## config.mk

```make
export PLATFORM = sky130hd
export DESIGN_NAME = pingpang_reader
export DESIGN_NICKNAME = d
export VERILOG_FILES = /design/src/rtl/pingpang_pkg.sv /design/src/rtl/pingpang_skid.sv /design/src/rtl/pingpang_reader.sv
export SDC_FILE = /design/constraint.sdc
export NUM_CORES = 1
export LEC_CHECK = 0
export ABC_AREA = 1
export CORE_UTILIZATION = 51
export DETAILED_ROUTE_END_ITERATION = 6
export PLACE_DENSITY = 0.79
export SLEW_MARGIN = 30
export SYNTH_ARGS = -nofsm -noshare
export SYNTH_HDL_FRONTEND = slang
export SYNTH_HIERARCHICAL = 1
export SYNTH_SLANG_ARGS = --single-unit
```

## constraint.sdc

```tcl
create_clock -name clk -period 2.5 [get_ports clk]
set_input_delay 0.25 -clock clk [delete_from_list [all_inputs] [get_ports clk]]
set_output_delay 0.25 -clock clk [all_outputs]
set_load 0.01 [all_outputs]
```

## src/rtl/pingpang_pkg.sv

```systemverilog
// Shared types for the two-bank ping-pong buffer.
// Used by both the reader and the write side.
package pingpang_pkg;

  typedef enum logic [1:0] {
    PP_IDLE,
    PP_READ,
    PP_DRAIN
  } pp_state_t;

  typedef logic bank_t;

  function automatic logic [1:0] bank_onehot(bank_t b);
    return b ? 2'b10 : 2'b01;
  endfunction

endpackage

```

## src/rtl/pingpang_skid.sv

```systemverilog
// Two-entry output FIFO with a registered head.
// Entry e0 is always the head, so dout comes straight from a flop.
module pingpang_skid #(
  parameter int W = 17
) (
  input  logic         clk,
  input  logic         rst_n,
  input  logic         push,
  input  logic [W-1:0] din,
  input  logic         pop,
  output logic [W-1:0] dout,
  output logic         valid,
  output logic [1:0]   count
);

  logic [W-1:0] e0_q, e1_q, e0_d, e1_d;
  logic [1:0]   cnt_q, cnt_d;
  logic         valid_q;

  always_comb begin
    e0_d  = e0_q;
    e1_d  = e1_q;
    cnt_d = cnt_q;
    unique case (1'b1)
      cnt_q == 2'd0: begin
        if (push) begin
          e0_d  = din;
          cnt_d = 2'd1;
        end
      end
      cnt_q == 2'd1: begin
        if (push && pop) begin
          e0_d = din;
        end else if (push) begin
          e1_d  = din;
          cnt_d = 2'd2;
        end else if (pop) begin
          cnt_d = 2'd0;
        end
      end
      default: begin
        if (pop) begin
          e0_d = e1_q;
          if (push) e1_d = din;
          else cnt_d = 2'd1;
        end
      end
    endcase
  end

  always_ff @(posedge clk or negedge rst_n) begin
    if (!rst_n) begin
      e0_q    <= '0;
      e1_q    <= '0;
      cnt_q   <= 2'd0;
      valid_q <= 1'b0;
    end else begin
      e0_q    <= e0_d;
      e1_q    <= e1_d;
      cnt_q   <= cnt_d;
      valid_q <= (cnt_d != 2'd0);
    end
  end

  assign dout  = e0_q;
  assign valid = valid_q;
  assign count = cnt_q;

endmodule

```

## src/rtl/pingpang_reader.sv

```systemverilog
// Reads full banks in strict 0/1 order and streams them out.
// Releases each bank to the writer after its last word is taken.
module pingpang_reader
  import pingpang_pkg::*;
#(
  parameter int DATA_W = 16,
  parameter int DEPTH  = 8,
  parameter int ADDR_W = $clog2(DEPTH)
) (
  input  logic              clk,
  input  logic              rst_n,
  input  logic [1:0]        bank_full_i,
  output logic [1:0]        bank_release_o,
  output logic              mem_rd_en_o,
  output logic              mem_rd_bank_o,
  output logic [ADDR_W-1:0] mem_rd_addr_o,
  input  logic [DATA_W-1:0] mem_rd_data_i,
  output logic [DATA_W-1:0] dout,
  output logic              dout_valid,
  input  logic              dout_ready,
  output logic              dout_last
);

  localparam int SW = DATA_W + 1;

  pp_state_t         state_q, state_d;
  bank_t             cur_bank_q;
  logic [ADDR_W-1:0] rd_addr_q;
  logic              in_flight_q;
  logic              in_flight_last_q;
  logic [1:0]        release_q;

  logic [SW-1:0]     head;
  logic              fifo_valid;
  logic [1:0]        fifo_cnt;
  logic              pop;
  logic              last_addr;
  logic [2:0]        occ;
  logic              rd_en;
  logic              frame_done;

  assign pop       = fifo_valid && dout_ready;
  assign last_addr = (rd_addr_q == ADDR_W'(DEPTH - 1));
  // Words buffered or in flight once this cycle's pop leaves
  assign occ = {1'b0, fifo_cnt} + {2'b00, in_flight_q} - {2'b00, pop};

  always_ff @(posedge clk or negedge rst_n) begin
    if (!rst_n) state_q <= PP_IDLE;
    else state_q <= state_d;
  end

  always_comb begin
    state_d = state_q;
    unique case (state_q)
      PP_IDLE:  if (bank_full_i[cur_bank_q]) state_d = PP_READ;
      PP_READ:  if (rd_en && last_addr) state_d = PP_DRAIN;
      PP_DRAIN: if (frame_done) state_d = PP_IDLE;
      default:  state_d = PP_IDLE;
    endcase
  end

  always_comb begin
    rd_en      = (state_q == PP_READ) && (occ < 3'd2);
    frame_done = (state_q == PP_DRAIN) && pop && head[DATA_W];
  end

  always_ff @(posedge clk or negedge rst_n) begin
    if (!rst_n) begin
      cur_bank_q       <= 1'b0;
      rd_addr_q        <= '0;
      in_flight_q      <= 1'b0;
      in_flight_last_q <= 1'b0;
      release_q        <= 2'b00;
    end else begin
      in_flight_q      <= rd_en;
      in_flight_last_q <= rd_en && last_addr;
      release_q        <= frame_done ? bank_onehot(cur_bank_q) : 2'b00;
      if (frame_done) begin
        cur_bank_q <= ~cur_bank_q;
        rd_addr_q  <= '0;
      end else if (rd_en && !last_addr) begin
        rd_addr_q <= rd_addr_q + 1'b1;
      end
    end
  end

  pingpang_skid #(.W(SW)) u_skid (
    .clk   (clk),
    .rst_n (rst_n),
    .push  (in_flight_q),
    .din   ({in_flight_last_q, mem_rd_data_i}),
    .pop   (pop),
    .dout  (head),
    .valid (fifo_valid),
    .count (fifo_cnt)
  );

  assign mem_rd_en_o    = rd_en;
  assign mem_rd_bank_o  = cur_bank_q;
  assign mem_rd_addr_o  = rd_addr_q;
  assign bank_release_o = release_q;
  assign dout           = head[DATA_W-1:0];
  assign dout_last      = head[DATA_W];
  assign dout_valid     = fifo_valid;

endmodule

```

==> impl_metrics.json <==
{
  "status": "completed",
  "vias_per_cell": 5.05,
  "r2r_cells": 12,
  "period_share_pct": 93.4,
  "cp_slowest_cell": "fa_1",
  "startpoint": "u_skid/valid",
  "synth_top_family_by_area": "simple AND/OR/NAND/NOR gates",
  "cts_made_buffers": 5,
  "hold_violations": 0,
  "r2r_slack_ns": 0.44,
  "antenna_cells": 0,
  "nFillCells": 398,
  "clk_latency_ns": 0.30,
  "dp_slack_ns": -0.231,
  "first_global_vias": 1794,
  "worst_path_largest_cell_delay_ns": 0.52,
  "core_region_area_mm2": 0.00435,
  "critPathMaxFanout": 2,
  "drive_gt1_share_pct": 9.76,
  "worstPathCellList": "nand2_1 > inv_1 > ha_1 > inv_1 > nand2_1 > fa_1 > nand3_2 > nor2_4 > clkbuf_2",
  "wl_per_cell_um": 12.8,
  "synth_cell_types": 23,
  "post-dp-hpwl_um": 3450,
  "cts_sinks": 47,
  "clk_path_buf_depth": 2,
  "worstSetupPathDepth": 9,
  "htree_levels": 2,
  "synth_compound_area_share_pct": 1.29,
  "r2r-end": "state_q[0]",
  "cp.required_ns": 2.25,
  "finalMaxSlewViolations": 0,
  "hold_start": "u_skid/dout[7]",
  "finalClockSkew_ns": 0.00456,
  "drv_cap": 0,
  "die-area_mm2": 0.00484,
  "ir_drop_mv": 0.802,
  "yosys.area_share.simple_pct": 38.6,
  "end_kind": "primary output",
  "cp.arrival_ns": 2.08,
  "num_vias": 1970,
  "die_h_um": 69.5,
  "drt_iter0_markers": 261,
  "synth_fa_ha_area_share_pct": 2.47,
  "antenna_found_initial": 0,
  "synth_mux_area_share_pct": 0,
  "grt.total_usage_pct": 22.6,
  "drc_errors": 0,
  "nets": 362,
  "ioPinCount": 46,
  "dr.pass1.iters": 4,
  "avgSynthCellArea_um2": 8.10,
  "leakagePower_uw": 0.00156,
  "fmax_mhz": 428,
  "gp_congestion": 0.778,
  "ys_seq_area_share_pct": 50.6,
  "multi_input_area_mm2": 0.00100,
  "ys_ff_latch": 47,
  "min_path_type": "register to register",
  "initial_core_util_pct": 53.4,
  "cts_tree": "done",
  "ff_latch_area_mm2": 0.00118,
  "die_x_um": 69.5,
  "worst_slew_pin_slew_ns": 0.589,
  "wirelength_um": 5010,
  "hold_ws_ns": 0.474,
  "critical_path.top_delay_family": "adder cells",
  "yosysWarningCount": 6,
  "slew_headroom_pct": 60.7,
  "setup_viol": 0,
  "postRouteAntennaNets": 0,
  "reg2reg_from": "u_skid/valid",
  "synth.cell_area_mm2": 0.00233,
  "instances_no_fill": 390,
  "powerDensity_mw_per_mm2": 1260,
  "grt_overflow": 0,
  "min_period_ns": 2.33,
  "grt_pass1_wl_um": 8600,
  "synth_fp_nets": 312,
  "critPathLaunchType": "register",
  "path_buf_inv": 3,
  "layout_common_cells": "nand2_1 (144), dfrtp_1 (47), clkdlybuf4s50_1 (43), nand3_1 (39), inv_1 (14)",
  "mostFrequentLayoutCell": "nand2_1",
  "path_clk_slew_ns": 0.08,
  "worst_slack_ns": 0.166,
  "dp.cells": 381,
  "cp-endpoint": "mem_rd_en_o",
  "rsz0062_at_grt": "no",
  "crit_type": "register to primary output",
  "fp-row-count": 24,
  "synth_xor_area_share_pct": 0.699,
  "syn_to_final_growth_pct": 24.7,
  "synthCells": 287,
  "grt_max_degree": 48,
  "root_buffer": "clkbuf_8",
  "io_buffers": 45,
  "final_util_pct": 66.6
}
-- power by group --
part	total, µW	switching [µW]	leakage, µW	internal [µW]
combinational	1960	1150	0.000921	808
sequential	1250	178	0.000596	1070
clock	442	246	0.0000422	197
total	3650	1570	0.00156	2080
-- worst min-delay path by stage --
| stage | endpoint | slack [ns] | cells past startpoint |
|---|---|---|---|
| after floorplan | bank_release_o[0] | -0.05 | 0 |
| after global placement | u_skid/e1_q[2] | 0.45 | 2 |
| after detailed placement | u_skid/dout[12] | 0.29 | 1 |
| after CTS | u_skid/dout[14] | 0.48 | 2 |
| after global routing | u_skid/e1_q[7] | 0.49 | 2 |
| final | u_skid/dout[7] | 0.47 | 2 |
-- timing repair --
action                                  in CTS  in global routing
setup buffers                                0                  0
hold buffers                                 1                  0
gates resized for setup                      1                  2
hold endpoints to repair                    47                  0
endpoints found under the setup margin       1                  1
gates cloned                                 0                  0
-- worst min-delay path, stage by stage (launching register included) --
cell and delay (ns):
dfrtp_1 0.35, nand2_1 0.05, nand2_1 0.04
-- kinds of logic (layout without fill, tap and decap cells) --
| group | after synthesis | after routing |
|---|---|---|
| buffers and inverters | 29 | 80 |
| and+or+nand+nor | 201 | 201 |
| AOI/OAI and AO/OA | 5 | 5 |
| DFF | 47 | 47 |
| adders and majority gates | 4 | 4 |
| xor gates and xnor gates | 1 | 1 |
-- stage by stage --
step	cell area (µm²)	setup TNS (ns)	total power (µW)
5_1_grt	2900	0	3970
6_report	2900	0	3650
3_3_place_gp	2810	-0.152	3170
4_1_cts	2910	0	3680
3_5_place_dp	2820	-0.231	3250
2_1_floorplan	2330	0	2570
-- registers in the layout (all words and copies together) (netlist names) --
signal / count
u_skid/count: 2
u_skid/dout: 17
in_flight_last_q: 1
u_skid/e1_q: 17
state_q: 2
bank_release_o: 2
mem_rd_bank_o: 1
in_flight_q: 1
u_skid/valid: 1
mem_rd_addr_o: 3
-- synthesized netlist by cell type --
cell        n  area, µm²
a21oi_1     1       5.00
buf_2       4       20.0
buf_4       3       22.5
buf_6       3       33.8
clkinv_1    1       3.75
dfrtp_1    47       1180
fa_1        1       20.0
ha_1        3       37.5
inv_1      14       52.6
inv_2       4       15.0
nand2_1   144        541
nand2_2     2       12.5
nand2_4     4       45.0
nand3_1    39        195
nand3_2     2       20.0
nand4_1     1       6.26
nor2_1      4       15.0
nor2_2      2       12.5
nor2_4      1       11.3
nor2_8      2       40.0
o211ai_1    2       15.0
o21ai_0     2       10.0
xnor2_2     1       16.3
-- metal layers --
layer	global-route usage [%]	wire (µm)
met5	0	0
met4	6.35	58
met3	5.81	326
met2	36.1	2410
met1	30.6	2210
-- cell type report --
cell class                      instances  area share [%]
Sequential cell                        47            40.5
Multi-Input combinational cell        211            34.5
Timing Repair Buffer                   53            17.4
Clock buffer                            7            2.63
Inverter                               19            2.46
Tap cell                               52            2.24
Clock inverter                          1           0.172
(Power assumes the default switching activity.)
